$ cat src/rtl/cam_stream_gen_if.sv
`default_nettype none
// ============================================================================
// Module      : cam_stream_gen_if
// Description : Camera-style video bus (vsync/href/data) plus frame control
//               handshake between the frame source and its consumer.
//               frame_cnt exists only when CAM_STREAM_GEN_FRAME_CNT_EN is set.
// Revision    : 1.0 - initial release
// ============================================================================
interface cam_stream_gen_if;
    logic       enable;
    logic       vsync;
    logic       href;
    logic [7:0] data;
    logic       frame_done;
    logic       busy;
`ifdef CAM_STREAM_GEN_FRAME_CNT_EN
    logic [7:0] frame_cnt;

    modport master (input enable, output vsync, href, data, frame_done, busy, frame_cnt);
    modport slave  (output enable, input vsync, href, data, frame_done, busy, frame_cnt);
`else
    modport master (input enable, output vsync, href, data, frame_done, busy);
    modport slave  (output enable, input vsync, href, data, frame_done, busy);
`endif
endinterface
`default_nettype wire

$ cat src/rtl/cam_stream_gen.sv
`default_nettype none
// ============================================================================
// Module      : cam_stream_gen
// Description : OV7670-style frame source producing vsync/href/data framing
//               with a deterministic (byte + line [+ frame]) mod 256 pattern.
//               Optional macro CAM_STREAM_GEN_FRAME_CNT_EN adds frame_cnt.
// Revision    : 1.0 - initial release
// ============================================================================
module cam_stream_gen #(
    parameter int H_ACTIVE   = 1280,
    parameter int H_BLANK    = 288,
    parameter int V_ACTIVE   = 480,
    parameter int VSYNC_LEN  = 1568,
    parameter int VBACK_LEN  = 1568,
    parameter int VFRONT_LEN = 1568
) (
    input  wire logic        clk,
    input  wire logic        reset,
    cam_stream_gen_if.master bus
);

    typedef enum logic [2:0] {
        ST_IDLE       = 3'd0,
        ST_VSYNC      = 3'd1,
        ST_VBACK      = 3'd2,
        ST_LINE_ACT   = 3'd3,
        ST_LINE_BLANK = 3'd4,
        ST_VFRONT     = 3'd5
    } state_t;

    localparam int WAIT_MAX_A = (VSYNC_LEN > VBACK_LEN) ? VSYNC_LEN : VBACK_LEN;
    localparam int WAIT_MAX_B = (H_BLANK > VFRONT_LEN) ? H_BLANK : VFRONT_LEN;
    localparam int WAIT_MAX   = (WAIT_MAX_A > WAIT_MAX_B) ? WAIT_MAX_A : WAIT_MAX_B;
    localparam int WAIT_W     = (WAIT_MAX > 1) ? $clog2(WAIT_MAX) : 1;
    localparam int BYTE_W     = (H_ACTIVE > 1) ? $clog2(H_ACTIVE) : 1;
    localparam int LINE_W     = (V_ACTIVE > 1) ? $clog2(V_ACTIVE) : 1;
    localparam int SUM_W_A    = (BYTE_W > LINE_W) ? BYTE_W : LINE_W;
    localparam int SUM_W      = (SUM_W_A > 8) ? SUM_W_A : 8;

    state_t              state_q, state_d;
    logic [WAIT_W-1:0]   wait_cnt_q, wait_cnt_d;
    logic [BYTE_W-1:0]   byte_cnt_q, byte_cnt_d;
    logic [LINE_W-1:0]   line_cnt_q, line_cnt_d;
    logic                vsync_q, vsync_d;
    logic                href_q, href_d;
    logic [7:0]          data_q, data_d;
    logic                frame_done_q, frame_done_d;
    logic                busy_q, busy_d;
    logic [SUM_W-1:0]    pattern_sum;
`ifdef CAM_STREAM_GEN_FRAME_CNT_EN
    logic [7:0]          frame_cnt_q, frame_cnt_d;
`endif

    // Next state and counters; the shared wait counter restarts at 0 on every
    // entry into a timed state.
    always_comb begin
        state_d      = state_q;
        wait_cnt_d   = wait_cnt_q;
        byte_cnt_d   = byte_cnt_q;
        line_cnt_d   = line_cnt_q;
        frame_done_d = 1'b0;
        case (state_q)
            ST_IDLE: begin
                if (bus.enable) begin
                    state_d    = ST_VSYNC;
                    wait_cnt_d = '0;
                end
            end
            ST_VSYNC: begin
                if (wait_cnt_q == WAIT_W'(VSYNC_LEN - 1)) begin
                    state_d    = ST_VBACK;
                    wait_cnt_d = '0;
                end else begin
                    wait_cnt_d = wait_cnt_q + WAIT_W'(1);
                end
            end
            ST_VBACK: begin
                if (wait_cnt_q == WAIT_W'(VBACK_LEN - 1)) begin
                    state_d    = ST_LINE_ACT;
                    byte_cnt_d = '0;
                    line_cnt_d = '0;
                end else begin
                    wait_cnt_d = wait_cnt_q + WAIT_W'(1);
                end
            end
            ST_LINE_ACT: begin
                if (byte_cnt_q == BYTE_W'(H_ACTIVE - 1)) begin
                    state_d    = ST_LINE_BLANK;
                    wait_cnt_d = '0;
                end else begin
                    byte_cnt_d = byte_cnt_q + BYTE_W'(1);
                end
            end
            ST_LINE_BLANK: begin
                if (wait_cnt_q == WAIT_W'(H_BLANK - 1)) begin
                    if (line_cnt_q == LINE_W'(V_ACTIVE - 1)) begin
                        state_d    = ST_VFRONT;
                        wait_cnt_d = '0;
                        line_cnt_d = '0;
                    end else begin
                        state_d    = ST_LINE_ACT;
                        byte_cnt_d = '0;
                        line_cnt_d = line_cnt_q + LINE_W'(1);
                    end
                end else begin
                    wait_cnt_d = wait_cnt_q + WAIT_W'(1);
                end
            end
            ST_VFRONT: begin
                if (wait_cnt_q == WAIT_W'(VFRONT_LEN - 1)) begin
                    frame_done_d = 1'b1;
                    wait_cnt_d   = '0;
                    state_d      = bus.enable ? ST_VSYNC : ST_IDLE;
                end else begin
                    wait_cnt_d = wait_cnt_q + WAIT_W'(1);
                end
            end
            default: begin
                state_d = ST_IDLE;
            end
        endcase
    end

    // Outputs are decoded from the next state so the registered copies line
    // up cycle-for-cycle with the state they describe.
    always_comb begin
        vsync_d     = (state_d == ST_VSYNC);
        href_d      = (state_d == ST_LINE_ACT);
        busy_d      = (state_d != ST_IDLE);
`ifdef CAM_STREAM_GEN_FRAME_CNT_EN
        frame_cnt_d = frame_done_d ? (frame_cnt_q + 8'd1) : frame_cnt_q;
        pattern_sum = SUM_W'(byte_cnt_d) + SUM_W'(line_cnt_d) + SUM_W'(frame_cnt_d);
`else
        pattern_sum = SUM_W'(byte_cnt_d) + SUM_W'(line_cnt_d);
`endif
        data_d      = href_d ? 8'(pattern_sum) : 8'h00;
    end

    always_ff @(posedge clk) begin
        if (reset) begin
            state_q      <= ST_IDLE;
            wait_cnt_q   <= '0;
            byte_cnt_q   <= '0;
            line_cnt_q   <= '0;
            vsync_q      <= 1'b0;
            href_q       <= 1'b0;
            data_q       <= 8'h00;
            frame_done_q <= 1'b0;
            busy_q       <= 1'b0;
`ifdef CAM_STREAM_GEN_FRAME_CNT_EN
            frame_cnt_q  <= 8'h00;
`endif
        end else begin
            state_q      <= state_d;
            wait_cnt_q   <= wait_cnt_d;
            byte_cnt_q   <= byte_cnt_d;
            line_cnt_q   <= line_cnt_d;
            vsync_q      <= vsync_d;
            href_q       <= href_d;
            data_q       <= data_d;
            frame_done_q <= frame_done_d;
            busy_q       <= busy_d;
`ifdef CAM_STREAM_GEN_FRAME_CNT_EN
            frame_cnt_q  <= frame_cnt_d;
`endif
        end
    end

    assign bus.vsync      = vsync_q;
    assign bus.href       = href_q;
    assign bus.data       = data_q;
    assign bus.frame_done = frame_done_q;
    assign bus.busy       = busy_q;
`ifdef CAM_STREAM_GEN_FRAME_CNT_EN
    assign bus.frame_cnt  = frame_cnt_q;
`endif

endmodule
`default_nettype wire

$ cat src/flat_wrapper.sv
// flat-port wrapper written by rule: the top's interface ports become plain ports
module cam_stream_gen_flat 
#(
    parameter int H_ACTIVE   = 1280,
    parameter int H_BLANK    = 288,
    parameter int V_ACTIVE   = 480,
    parameter int VSYNC_LEN  = 1568,
    parameter int VBACK_LEN  = 1568,
    parameter int VFRONT_LEN = 1568
)
  (clk, reset, bus_enable, bus_vsync, bus_href, bus_data, bus_frame_done, bus_busy);
  cam_stream_gen_if bus_i ();
  input  wire logic clk;
  input  wire logic reset;
  input wire logic [$bits(bus_i.enable)-1:0] bus_enable;
  output wire logic [$bits(bus_i.vsync)-1:0] bus_vsync;
  output wire logic [$bits(bus_i.href)-1:0] bus_href;
  output wire logic [$bits(bus_i.data)-1:0] bus_data;
  output wire logic [$bits(bus_i.frame_done)-1:0] bus_frame_done;
  output wire logic [$bits(bus_i.busy)-1:0] bus_busy;
  assign bus_i.enable = bus_enable;
  assign bus_vsync = bus_i.vsync;
  assign bus_href = bus_i.href;
  assign bus_data = bus_i.data;
  assign bus_frame_done = bus_i.frame_done;
  assign bus_busy = bus_i.busy;
  cam_stream_gen #(.H_ACTIVE(H_ACTIVE), .H_BLANK(H_BLANK), .V_ACTIVE(V_ACTIVE), .VSYNC_LEN(VSYNC_LEN), .VBACK_LEN(VBACK_LEN), .VFRONT_LEN(VFRONT_LEN)) u_core (.clk(clk), .reset(reset), .bus(bus_i));
endmodule
$ cat config.mk
export PLATFORM = sky130hd
export DESIGN_NAME = cam_stream_gen_flat
export DESIGN_NICKNAME = d
export VERILOG_FILES = /design/src/rtl/cam_stream_gen_if.sv /design/src/rtl/cam_stream_gen.sv /design/src/flat_wrapper.sv
export SDC_FILE = /design/constraint.sdc
export NUM_CORES = 1
export LEC_CHECK = 0
export BUFFER_PORTS_ARGS = -buffer_cell sky130_fd_sc_hd__buf_4
export CAP_MARGIN = 20
export CORE_MARGIN = 2
export CORE_UTILIZATION = 45
export DETAILED_ROUTE_END_ITERATION = 10
export GPL_ROUTABILITY_DRIVEN = 1
export GPL_TIMING_DRIVEN = 0
export PLACE_DENSITY = 0.64
export RECOVER_POWER = 100
export SYNTH_ARGS = -nofsm -noshare
export SYNTH_HDL_FRONTEND = slang
export SYNTH_SLANG_ARGS = --single-unit
export TNS_END_PERCENT = 20
$ cat constraint.sdc
create_clock -name clk -period 4.3 [get_ports clk]
set_input_delay 0.43 -clock clk [delete_from_list [all_inputs] [get_ports clk]]
set_output_delay 0.43 -clock clk [all_outputs]
set_load 0.005 [all_outputs]
# Yosys cells after proc, flatten, opt, wreduce, memory -nomap -nowiden
# Index checks and enable logic that the tools add are counted.
op_classes:
  n_addsub: 4
  mul: 0
  div: 0
  n_lt_le_gt_ge: 0
  n_eq_ne: 15
  shifts: 0
  mux: 26
  bitwise_logic: 2
  reduce_logical: 7
op_table:
  columns: ["operator", "count"]
  rows:
  - ["$mux 11", 10]
  - ["$pmux 11 s5", 1]
  - ["$pmux 11 s3", 1]
  - ["$mux 9", 3]
  - ["$add 11x1->11 const B", 2]
  - ["$eq 11x11->1 const B", 2]
  - ["$mux 3", 7]
  - ["$pmux 3 s6", 1]
  - ["$pmux 9 s2", 1]
  - ["$eq 11x9->1 const B", 1]
  - ["$add 9x1->9 const B", 1]
  - ["$eq 3x2->1 const B", 3]
  - ["$eq 9x9->1 const B", 1]
  - ["$add 8x8->8", 1]
  - ["$eq 3x1->1 const B", 2]
  - ["$eq 3x3->1 const B", 2]
  - ["$reduce_or 2->1", 3]
  - ["$reduce_and 5->1", 1]
  - ["$reduce_bool 5->1", 1]
  - ["$ne 2x2->1 const B", 2]
  - ["$logic_not 3->1", 1]
  - ["$ne 3x3->1 const B", 1]
  - ["$reduce_bool 3->1", 1]
  - ["$mux 1", 2]
  - ["other kinds (2)", 3]
word_totals:
  reg_bits: 46
  latchBits: 0
  mem_bits_rw: 0
  rom_bits: 0
  input_bits: 3
  output_inout_bits: 12
  mem_count: 0

# Longest topological paths before layout
# Gate-level depths: netlist (run 1).
logic_depth:
  word_depth: 7
  mapped_depth: 15
  mapped_depth_nobuf: 14

# Least setup slack after synthesis (run 1)
# No wires, ideal clock.
synth_timing:
  kind: "reg2reg"
  startpoint: "register u_core.byte_cnt_q[0]"
  endpoint: "register u_core.data_q[6] (netlist: u_core.bus.data[6])"
  setup_ns: 0.114
  arrival_time_ns: 3.018
  required_time_ns: 4.186
  path_slack_ns: 1.168
  stages_incl_launch_ff: 15
  n_path_buf: 1
  path_cell_list: "dfxtp_1 -> ha_1 -> nand3_2 -> or3_4 -> and2_4 -> buf_6 -> mux2_2 -> ha_1 -> fa_1 -> a21o_1 -> a21oi_1 -> o21bai_1 -> a21oi_1 -> xor2_1 -> nor2_1"
synth_between:
  word_cells_on_any_way: 13
  classes_between: "add/sub (2); eq/ne (2); mux (7); bitwise (1); reduce/logical (1)"
synth_rtl:
  columns: ["element", "line_no", "source"]
  rows:
  - ["start, declared", "cam_stream_gen.sv:42", "logic [BYTE_W-1:0] byte_cnt_q, byte_cnt_d;"]
  - ["start signal, assigned", "cam_stream_gen.sv:156", "byte_cnt_q <= byte_cnt_d;"]
  - ["$add 11x1->11, or another cell as far along", "cam_stream_gen.sv:91", "byte_cnt_d = byte_cnt_q + BYTE_W'(1);"]
  - ["$mux 11 (on tied branches)", "cam_stream_gen.sv:87, cam_stream_gen.sv:95", null]
  - ["$pmux 11 s3 *", "cam_stream_gen.sv:62", "case (state_q)"]
  - ["via u_core.byte_cnt_d[0]", "cam_stream_gen.sv:42", null]
  - ["$add 8x8->8 *", "cam_stream_gen.sv:134", "pattern_sum = SUM_W'(byte_cnt_d) + SUM_W'(line_cnt_d);"]
  - ["end signal, assigned", "cam_stream_gen.sv:160", "data_q <= data_d;"]
  - ["end, declared", "cam_stream_gen.sv:46", "logic [7:0] data_q, data_d;"]
# The timed path passes the listed nets; every way through them passes the cells marked *.
# A chain may end at the register's enable or synchronous reset.

# Worst setup path in the final report (run 1)
layout_timing:
  startpoint: "register u_core.wait_cnt_q[0]"
  endpoint: "register u_core.data_q[7] (netlist: u_core.bus.data[7])"
layout_between:
  word_cells_on_any_way: 17
  classes_between: "add/sub (1); eq/ne (3); mux (11); bitwise (1); reduce/logical (1)"
layout_rtl:
  columns: ["element", "line_no", "source"]
  rows:
  - ["start, declared", "cam_stream_gen.sv:41", "logic [WAIT_W-1:0] wait_cnt_q, wait_cnt_d;"]
  - ["start signal, assigned", "cam_stream_gen.sv:155", "wait_cnt_q <= wait_cnt_d;"]
  - ["$eq 11x9->1 or $eq 11x11->1 (tied branches)", "cam_stream_gen.sv:95, cam_stream_gen.sv:78", null]
  - ["$mux 11 (on tied branches)", "cam_stream_gen.sv:95, cam_stream_gen.sv:78", null]
  - ["$pmux 11 s3 *", "cam_stream_gen.sv:62", null]
  - ["via u_core.byte_cnt_d[3]", "cam_stream_gen.sv:42", null]
  - ["$add 8x8->8 *", "cam_stream_gen.sv:134", null]
# Marked as above.

==> results.py, run 1 <==
metrics = {
    "status": {
        "outcome": "completed",
    },
    "setup_path": {
        "critPathCapture": "u_core.bus.data[7]$_SDFF_PP0_",
        "crit_chain": "ha_1 -> and4_1 -> buf_4 -> nand3_4 -> nor2_1 -> nor2_1 -> nor2_1 -> a31oi_1 -> ha_1 -> o21ai_0 -> nor2_1 -> o41ai_1 -> nor3_1 -> mux2_2",
        "worstSetupPathType": "reg2reg",
        "r2r_end": "u_core.bus.data[7]$_SDFF_PP0_",
        "arrival_ns": 4.02,
        "end_kind": "register",
        "cpPeakStageDelay_ns": 0.49,
        "setup.worst_path.start": "u_core.wait_cnt_q[0]$_SDFFE_PP0P_",
        "r2r-start": "u_core.wait_cnt_q[0]$_SDFFE_PP0P_",
        "worstPathMaxFanout": 9,
        "crit_top_cell": "nor2_1",
        "cp_slowest_cell": "nor2_1",
        "cp.required_ns": 4.50,
        "reg2reg_depth": 14,
        "reg2reg_slack_ns": 0.48,
        "cp-start-kind": "register",
    },
    "cts": {
        "cts_sinks": 46,
        "cts_buffers": 5,
        "cts_htree_levels": 2,
        "holdBufCountCts": 0,
        "clk_pin_slew_ns": 0.10,
        "clock_latency_ns": 0.31,
        "tritoncts": "yes",
        "clk_path_buf_depth": 2,
        "root_buffer": "clkbuf_8",
        "cts_resized": 0,
        "cts_setup_buffers": 0,
    },
    "timing": {
        "rsz0062_at_grt": "false",
        "maxSlewHeadroom_pct": 49.0,
        "fin_crit_ns": 3.82,
        "fin_crit_sh_pct": 88.8,
        "slew_viol_final": 0,
        "finalSetupViolCount": 0,
        "tns_ns": 0,
        "max_freq_mhz": 262,
        "tightest_slew_ns": 0.766,
        "clock_skew_ns": 0.0110,
        "hold_viol_final": 0,
    },
    "power": {
        "switching_share_pct": 24.7,
        "irDropWorstVdd_mv": 0.144,
        "switchingPower_w": 0.000182,
        "clockPowerShare_pct": 37.3,
        "powerDensity_mw_per_mm2": 247,
        "comb_power_share_pct": 4.4,
        "p_leak_nw": 1.09,
        "power_frac_seq_pct": 58.2,
        "p_int_w": 0.000557,
    },
    "global_route": {
        "grt_max_degree": 17,
        "grt.overflow.total": 0,
        "grt_pass1_vias": 2208,
        "gr-usage-all-layers_pct": 20.6,
        "grt_antenna_before_repair": 0,
        "grt_pass1_wl_mm": 10.5,
    },
    "logic_synthesis": {
        "syn_avg_cell_area_um2": 8.39,
        "synthArstFlopShare_pct": 0,
        "seq_area_frac_synth_pct": 33.5,
        "synth_cell_types": 69,
        "yosysWarnings": 0,
        "synth_edf_count": 0,
        "yosys_most_used_dff": "dfxtp_1",
        "ys_seq_elements": 46,
        "synth_cells": 328,
        "synth_largest_area_cell": "dfxtp_1",
        "synth_top_area_share_pct": 33.5,
        "synth_nets": 342,
        "syn-cell-area_mm2": 0.00275,
        "synth_area_leaders": "dfxtp_1 (33%), nor2_1 (6.4%), ha_1 (4.5%)",
    },
    "route": {
        "via_per_inst": 5.69,
        "wl_met3_um": 222,
        "ant_nets": 0,
        "wl_met1_mm": 3.13,
        "wl_mm": 6.30,
        "vias": 2418,
        "wl_per_cell_um": 14.8,
        "met2_length_mm": 2.88,
        "route.detailed.drc": 0,
        "dr.pass1.iters": 4,
        "top_layer": "met4",
        "drt_iter0_drc": 157,
    },
    "cells_and_area": {
        "diodes": 0,
        "design_area_mm2": 0.00299,
        "final_layout_size_suffix_gt1_share_pct": 13.1,
        "nets": 363,
        "area_growth_pct": 8.78,
        "fillers": 604,
        "final_util_pct": 50.5,
        "layout.cells.non_filler": 425,
    },
    "placement": {
        "dpl-instance-area_mm2": 0.00295,
        "port_buffers": 14,
        "hpwl_mm": 4.82,
        "gp_congestion": 0.909,
        "dp_cells": 417,
    },
    "floorplan": {
        "num_rows": 28,
        "die_w_um": 82.2,
        "fp.dieH_um": 82.2,
        "core_mm2": 0.00592,
        "io-pin-count": 15,
        "initial_utilization_pct": 46.5,
        "die-area_mm2": 0.00676,
    },
    "min_path": {
        "hold_path_class": "in2reg",
        "hp-start": "reset",
    },
    "job": {
        "maxCapViolations": 0,
    },
}
-- Yosys cell counts (9+ instances only) --
cell / count
ha_1: 10
dfxtp_1: 46
xnor2_1: 12
nand3_1: 11
o21ai_0: 13
nand2_1: 30
nor3_1: 16
a21oi_1: 10
nor2_1: 47
a31oi_1: 9
nor2b_1: 12
-- cell usage in the layout (no fill, tap or decap), types with 5 or more instances in the layout --
master,count
a21oi_1,11
xnor2_1,12
ha_1,10
buf_2,5
o21ai_0,15
inv_1,6
dfxtp_1,46
nor3_1,16
clkbuf_4,12
and3_1,6
nand4_1,6
nand3_1,11
nand2_1,30
nor2_1,47
a31oi_1,9
a311oi_1,6
clkbuf_8,5
nor2b_1,12
-- metal layers --
layer	track usage, %	vias up
li1	-	1243
met1	29.2	1122
met2	32.2	45
met3	3.59	8
met4	5.50	0
met5	0	-
-- worst min-delay path by stage --
stage | slack, ns | cells past startpoint | endpoint
global route | 0.34 | 2 | u_core.line_cnt_q[3]$_SDFF_PP0_
CTS | 0.35 | 2 | u_core.line_cnt_q[3]$_SDFF_PP0_
detailed placement | 0.49 | 1 | u_core.byte_cnt_q[10]$_SDFFE_PP0P_
global placement | 0.48 | 1 | u_core.byte_cnt_q[10]$_SDFFE_PP0P_
finish | 0.36 | 2 | u_core.line_cnt_q[3]$_SDFF_PP0_
floorplan | 0.45 | 1 | u_core.byte_cnt_q[10]$_SDFFE_PP0P_
-- state kept, by name, summed over array words and instances (netlist names) --
name / count
u_core.bus.busy: 1
u_core.bus.data: 8
u_core.bus.frame_done: 1
u_core.bus.href: 1
u_core.bus.vsync: 1
u_core.byte_cnt_q: 11
u_core.line_cnt_q: 9
u_core.state_q: 3
u_core.wait_cnt_q: 11
-- worst max-delay path: cells and delay by family, from the launching register on --
kind                       cells  cell delay (ns)
muxes                          1             0.31
and+or+nand+nor                7             1.40
buffers and inverters          1             0.16
DFF                            1             0.39
adders and majority gates      2             0.59
AOI/OAI and AO/OA              3             0.85
-- per-stage QoR --
stage	power [W]	setup WS, ns	hold WS, ns
6_report	0.000740	0.481	0.357
5_1_grt	0.000775	0.108	0.345
4_1_cts	0.000753	0.483	0.351
3_5_place_dp	0.000476	0.510	0.486
3_3_place_gp	0.000476	0.497	0.479
2_1_floorplan	0.000464	1.17	0.448
-- power groups by stage --
| stage | Clock, W | Combinational [W] | Sequential [W] |
|---|---|---|---|
| 6_report | 0.000276 | 0.0000327 | 0.000431 |
| 4_1_cts | 0.000286 | 0.0000356 | 0.000431 |
| 2_1_floorplan | 0 | 0.0000233 | 0.000441 |
| 3_5_place_dp | 0 | 0.0000355 | 0.000441 |
| 3_3_place_gp | 0 | 0.0000350 | 0.000441 |
| 5_1_grt | 0.000306 | 0.0000370 | 0.000432 |
-- area by class of cell --
cell class                      count  area [µm²]  share of cell area [%]
Multi-Input combinational cell    262        1690                    56.4
Sequential cell                    46         921                    30.8
Timing Repair Buffer               14         105                    3.51
Tap cell                           75        93.8                    3.14
Clock buffer                        5        68.8                    2.30
Buffer                             12        62.6                    2.09
Inverter                            8        30.0                    1.00
Clock inverter                      3        25.0                   0.836
-- cell families (layout without fill, tap and decap cells) --
logic type / after synthesis / in the layout / synth area share, %
buf+inv: 20 / 42 / 3.55
flops: 46 / 46 / 33.5
fa+ha+maj: 11 / 11 / 5.28
xor+xnor: 16 / 16 / 5.09
mux: 4 / 4 / 1.59
simple gates: 160 / 160 / 31.8
compound gates: 71 / 71 / 19.2
(Power assumes the default switching activity.)
==> inputs of run 2 (changes only) <==
--- a/config.mk
+++ b/config.mk
@@ -11,7 +11,6 @@
 export CORE_UTILIZATION = 45
 export DETAILED_ROUTE_END_ITERATION = 10
 export GPL_ROUTABILITY_DRIVEN = 1
-export GPL_TIMING_DRIVEN = 0
 export PLACE_DENSITY = 0.64
 export RECOVER_POWER = 100
 export SYNTH_ARGS = -nofsm -noshare
==> constraint.sdc (replaced) <==
create_clock -name clk -period 4.55 [get_ports clk]
set_input_delay 0.455 -clock clk [delete_from_list [all_inputs] [get_ports clk]]
set_output_delay 0.455 -clock clk [all_outputs]
set_load 0.005 [all_outputs]
==> run 2 against run 1 <==
Compared with the run above:
- global-route usage is 0.48 points lower
- core utilization down 1.2 points
- final cell count fell by 2.8%
- via count about the same
- clock power grew 14%
==> results.py, run 2 (synthesized netlist as in run 1, its figures left out) <==
metrics = {
    "placement": {
        "dpl-instance-area_mm2": 0.00288,
        "hpwl_mm": 4.65,
        "gp_congestion": 0.964,
        "port_buffers": 14,
    },
    "power": {
        "comb_power_share_pct": 3.4,
        "power_w": 0.000749,
        "switching_share_pct": 22.9,
        "powerDensity_mw_per_mm2": 256,
        "power_frac_seq_pct": 54.7,
        "p_leak_nw": 1.05,
        "clockPowerShare_pct": 41.9,
        "p_int_w": 0.000578,
        "irDropWorstVdd_mv": 0.149,
        "switchingPower_w": 0.000171,
    },
    "min_path": {
        "hold_path_class": "reg2reg",
        "hold_end": "u_core.byte_cnt_q[10]$_SDFFE_PP0P_",
        "min_delay_path_depth": 1,
        "hp-start": "u_core.byte_cnt_q[10]$_SDFFE_PP0P_",
    },
    "timing": {
        "fin_crit_ns": 3.75,
        "slew_viol_final": 0,
        "hold_viol_final": 0,
        "maxSlewHeadroom_pct": 11.0,
        "tns_ns": 0,
        "finalSetupViolCount": 0,
        "clock_skew_ns": 0.00600,
        "max_freq_mhz": 267,
        "fin_crit_sh_pct": 82.5,
        "rsz0062_at_grt": "false",
        "tightest_slew_ns": 1.32,
    },
    "route": {
        "vias": 2420,
        "wl_mm": 6.37,
        "route.detailed.drc": 0,
        "wl_per_cell_um": 15.4,
        "dr.pass1.iters": 4,
        "ant_nets": 0,
        "drt_iter0_drc": 129,
        "via_per_inst": 5.86,
    },
    "floorplan": {
        "initial_utilization_pct": 46.5,
        "fp.dieH_um": 82.2,
        "core_mm2": 0.00592,
        "die_w_um": 82.2,
        "io-pin-count": 15,
        "die-area_mm2": 0.00676,
        "num_rows": 28,
    },
    "setup_path": {
        "cpPeakStageDelay_ns": 0.50,
        "r2r_end": "u_core.bus.data[7]$_SDFF_PP0_",
        "worst-path-buf-inv": 0,
        "r2r-start": "u_core.wait_cnt_q[0]$_SDFFE_PP0P_",
        "cp_slowest_cell": "nor2_1",
        "end_kind": "register",
        "cp.required_ns": 4.76,
        "reg2reg_slack_ns": 0.80,
        "crit_chain": "ha_1 -> and4_1 -> nand3_1 -> nor2_1 -> nor2_1 -> nor2_1 -> a31oi_1 -> ha_1 -> o21ai_0 -> nor2_1 -> o41ai_1 -> nor3_1 -> mux2_2",
        "crit_top_cell": "nor2_1",
        "worstSetupPathType": "reg2reg",
        "worstPathMaxFanout": 9,
        "arrival_ns": 3.96,
        "cp-start-kind": "register",
        "critical_path.top_delay_family": "simple AND/OR/NAND/NOR gates",
        "reg2reg_depth": 13,
    },
    "cells_and_area": {
        "diodes": 0,
        "largestRegisters": "u_core.byte_cnt_q (11), u_core.wait_cnt_q (11), u_core.line_cnt_q (9)",
        "design_area_mm2": 0.00292,
        "nets": 351,
        "layout_common_cells": "nor2_1 (47), dfxtp_1 (46), nand2_1 (30)",
        "final_common_cell": "nor2_1",
        "area_growth_pct": 6.23,
        "final_layout_size_suffix_gt1_share_pct": 10.1,
        "fillers": 575,
    },
    "global_route": {
        "grt_pass1_vias": 2141,
        "grt_antenna_before_repair": 0,
        "grt_max_degree": 27,
        "gr-usage-all-layers_pct": 20.1,
        "grt_pass1_wl_mm": 10.3,
        "grt.overflow.total": 0,
    },
    "cts": {
        "root_buffer": "clkbuf_8",
        "clk_pin_slew_ns": 0.09,
        "cts_setup_buffers": 0,
        "cts_sinks": 46,
        "holdBufCountCts": 0,
        "cts_buffers": 5,
        "clock_latency_ns": 0.31,
        "clk_path_buf_depth": 2,
        "cts_htree_levels": 2,
        "tritoncts": "yes",
        "cts_resized": 0,
    },
    "status": {
        "outcome": "completed",
    },
    "job": {
        "maxCapViolations": 0,
    },
}
-- run 2: layer usage --
layer | wire length (µm) | track usage (%) | vias up
met4 | 70 | 5.67 | 0
met3 | 312 | 5.76 | 7
met2 | 2870 | 31.5 | 62
met1 | 3120 | 26.9 | 1133
li1 | - | - | 1218
met5 | 0 | 0 | -
-- run 2: through the flow --
step | utilization (%) | setup slack [ns] | cells | hold WS (ns)
2_1_floorplan | - | 1.42 | 328 | 0.448
4_1_cts | 50.6 | 0.892 | 413 | 0.492
3_3_place_gp | 48.7 | 1.08 | 405 | 0.474
5_1_grt | 49.4 | 0.465 | 413 | 0.503
3_5_place_dp | 48.7 | 0.905 | 405 | 0.475
6_report | 49.4 | 0.798 | 413 | 0.491
-- run 2: worst register-to-register path: stages (launching register included) --
cell     delay, ns
dfxtp_1       0.38
ha_1          0.24
and4_1        0.40
nand3_1       0.25
nor2_1        0.29
nor2_1        0.13
nor2_1        0.50
a31oi_1       0.21
ha_1          0.36
o21ai_0       0.16
nor2_1        0.07
o41ai_1       0.30
nor3_1        0.08
mux2_2        0.30
-- run 2: worst max-delay path by stage --
| stage | endpoint | cells after the start | start | slack, ns |
|---|---|---|---|---|
| after floorplan | u_core.bus.data[6]$_SDFF_PP0_ | 14 | u_core.byte_cnt_q[0]$_SDFF_PP0_ | 1.42 |
| after global placement | u_core.bus.data[7]$_SDFF_PP0_ | 13 | u_core.wait_cnt_q[0]$_SDFFE_PP0P_ | 1.08 |
| after detailed placement | u_core.bus.data[7]$_SDFF_PP0_ | 13 | u_core.wait_cnt_q[0]$_SDFFE_PP0P_ | 0.90 |
| after CTS | u_core.bus.data[7]$_SDFF_PP0_ | 13 | u_core.wait_cnt_q[0]$_SDFFE_PP0P_ | 0.89 |
| after global routing | u_core.bus.data[7]$_SDFF_PP0_ | 13 | u_core.wait_cnt_q[0]$_SDFFE_PP0P_ | 0.47 |
| final | u_core.bus.data[7]$_SDFF_PP0_ | 13 | u_core.wait_cnt_q[0]$_SDFFE_PP0P_ | 0.80 |
-- run 2: layout make-up --
class	count	area, µm²	area share (%)
flip-flops and latches	46	921	31.5
clock inverters	3	45.0	1.54
well taps	75	93.8	3.21
clock buffers	5	68.8	2.35
multi-input cells	262	1660	56.8
inverters	8	30.0	1.03
repair buffers	14	105	3.60
-- run 2: power by group through the flow --
stage / Combinational (W) / Sequential, W / Clock [W]
2_1_floorplan: 0.0000220 / 0.000417 / 0
3_3_place_gp: 0.0000282 / 0.000420 / 0
3_5_place_dp: 0.0000282 / 0.000419 / 0
4_1_cts: 0.0000283 / 0.000410 / 0.000323
5_1_grt: 0.0000285 / 0.000411 / 0.000336
6_report: 0.0000256 / 0.000410 / 0.000314
==> inputs of run 3 (changes only) <==
--- a/config.mk
+++ b/config.mk
@@ -11,7 +11,7 @@
 export CORE_UTILIZATION = 45
 export DETAILED_ROUTE_END_ITERATION = 10
 export GPL_ROUTABILITY_DRIVEN = 1
-export PLACE_DENSITY = 0.64
+export PLACE_DENSITY = 0.66
 export RECOVER_POWER = 100
 export SYNTH_ARGS = -nofsm -noshare
 export SYNTH_HDL_FRONTEND = slang
==> constraint.sdc (replaced) <==
create_clock -name clk -period 3.12 [get_ports clk]
set_input_delay 0.312 -clock clk [delete_from_list [all_inputs] [get_ports clk]]
set_output_delay 0.312 -clock clk [all_outputs]
set_load 0.005 [all_outputs]
==> run 3 against run 2 <==
Compared with the run above:
- final cell count grew 12%
- global-route usage grew 2.1 points
- wire length grew 11%
- combinational power grew 100%
- fmax grew 26%
- critical path depth shrank 1
- setup slack lost 0.66 ns
- critical path type unchanged
- critical endpoint unchanged
- largest cell class unchanged
- largest power group unchanged
==> results.py, run 3 (synthesized netlist as in run 1, its figures left out) <==
metrics = {
    "cts": {
        "holdBufCountCts": 0,
        "clk_path_buf_depth": 2,
        "clk_pin_slew_ns": 0.08,
        "cts_buffers": 5,
        "tritoncts": "yes",
        "clock_latency_ns": 0.30,
        "cts_sinks": 46,
        "root_buffer": "clkbuf_8",
        "cts_htree_levels": 2,
    },
    "cells_and_area": {
        "final_util_pct": 59.5,
        "nets": 403,
        "final_common_cell": "buf_4",
        "largestRegisters": "u_core.byte_cnt_q (11), u_core.wait_cnt_q (11), u_core.line_cnt_q (9)",
        "fillers": 525,
        "area_growth_pct": 28.1,
        "diodes": 0,
        "layout_common_cells": "buf_4 (52), nor2_1 (43), dfxtp_1 (36)",
        "layout.cells.non_filler": 464,
        "final_layout_size_suffix_gt1_share_pct": 33.7,
    },
    "global_route": {
        "grt_max_degree": 27,
        "grt_pass1_vias": 2481,
        "grt.overflow.total": 0,
        "grt_pass1_wl_mm": 11.4,
        "grt_antenna_before_repair": 0,
        "use_met2_pct": 36.7,
        "use_met1_pct": 28.5,
        "gr-usage-all-layers_pct": 22.2,
        "use_met3_pct": 3.91,
        "top_usage_layer": "met2",
    },
    "timing": {
        "slew_viol_final": 0,
        "finalSetupViolCount": 0,
        "tns_ns": 0,
        "hold_viol_final": 0,
        "clock_skew_ns": 0.00555,
        "fin_crit_sh_pct": 95.5,
        "tightest_slew_ns": 0.485,
        "fin_crit_ns": 2.98,
        "max_freq_mhz": 336,
        "maxSlewHeadroom_pct": 67.4,
        "worst_hold_slack_ns": 0.375,
    },
    "min_path": {
        "min_delay_path_depth": 2,
        "hold_path_class": "in2reg",
    },
    "power": {
        "comb_power_share_pct": 5.2,
        "power_frac_seq_pct": 59.2,
        "switchingPower_w": 0.000236,
        "p_int_w": 0.000766,
        "irDropWorstVdd_mv": 0.155,
        "p_leak_nw": 1.34,
        "switching_share_pct": 23.6,
        "clockPowerShare_pct": 35.6,
        "powerDensity_mw_per_mm2": 284,
    },
    "setup_path": {
        "cp-start-kind": "register",
        "end_kind": "register",
        "worstPathMaxFanout": 4,
        "worstSetupPathType": "reg2reg",
        "cp.required_ns": 3.32,
        "arrival_ns": 3.18,
        "reg2reg_depth": 12,
    },
    "route": {
        "dr.pass1.iters": 4,
        "route.detailed.drc": 0,
        "ant_nets": 0,
        "drt_iter0_drc": 169,
        "vias": 2605,
        "wl_mm": 7.09,
        "via_per_inst": 5.61,
        "wl_per_cell_um": 15.3,
    },
    "job": {
        "maxCapViolations": 0,
    },
    "placement": {
        "gp_congestion": 0.944,
        "dp_cells": 448,
        "hpwl_mm": 5.21,
        "port_buffers": 14,
    },
    "floorplan": {
        "die-area_mm2": 0.00676,
        "fp.dieH_um": 82.2,
        "num_rows": 28,
        "io-pin-count": 15,
        "initial_utilization_pct": 46.5,
        "core_mm2": 0.00592,
        "die_w_um": 82.2,
    },
    "status": {
        "outcome": "completed",
    },
}
-- run 3: critical path, cell delays in order, from the launching register on --
cell	delay, ns
dfxtp_1	0.43
nor2b_2	0.27
a22oi_1	0.12
or3_4	0.39
buf_4	0.16
o21ai_1	0.12
o21ai_1	0.09
ha_1	0.32
a211oi_2	0.25
nor2_2	0.07
o41ai_2	0.30
nor3_1	0.08
mux2_2	0.27
-- run 3: routing by layer --
metal / wire length (µm) / up-vias
met3: 249 / 16
met5: 0 / -
met4: 174 / 0
met2: 3500 / 52
met1: 3160 / 1218
li1: - / 1319
-- run 3: power by group through the flow --
stage / registers, W / logic [W] / clock network (W)
2_1_floorplan: 0.000607 / 0.0000321 / 0
3_3_place_gp: 0.000607 / 0.0000488 / 0
3_5_place_dp: 0.000607 / 0.0000490 / 0
4_1_cts: 0.000594 / 0.0000490 / 0.000363
5_1_grt: 0.000594 / 0.0000576 / 0.000394
6_report: 0.000593 / 0.0000518 / 0.000357
-- run 3: layout make-up --
class | count | area [µm²] | area share [%]
Inverter | 8 | 30.0 | 0.852
Multi-Input combinational cell | 262 | 1880 | 53.2
Timing Repair Buffer | 66 | 512 | 14.5
Clock buffer | 7 | 76.3 | 2.17
Tap cell | 75 | 93.8 | 2.66
Sequential cell | 46 | 936 | 26.6
-- run 3: worst paths after layout --
kind                                            from                                  to  slack [ns]
setup / recovery        u_core.state_q[1]$_SDFF_PP0_       u_core.bus.data[7]$_SDFF_PP0_        0.14
hold / removal                                 reset        u_core.state_q[1]$_SDFF_PP0_        0.38
setup reg to reg        u_core.state_q[1]$_SDFF_PP0_       u_core.bus.data[7]$_SDFF_PP0_        0.14
hold reg to reg   u_core.byte_cnt_q[10]$_SDFFE_PP0P_  u_core.byte_cnt_q[10]$_SDFFE_PP0P_        0.49
-- run 3: repair_timing --
item,in CTS,in global routing
endpoints found under the hold margin,0,0
buffers inserted,0,9
pin swaps,0,17
resized for setup,3,45
endpoints found under the setup margin,2,3
-- run 3: metrics by stage --
step	worst slack [ns]	power [W]	instance area [µm²]
2_1_floorplan	0.0203	0.000640	2760
3_3_place_gp	0.0403	0.000656	3210
3_5_place_dp	-0.0754	0.000656	3210
4_1_cts	0.0354	0.00101	3300
5_1_grt	-0.0314	0.00105	3520
6_report	0.140	0.00100	3520
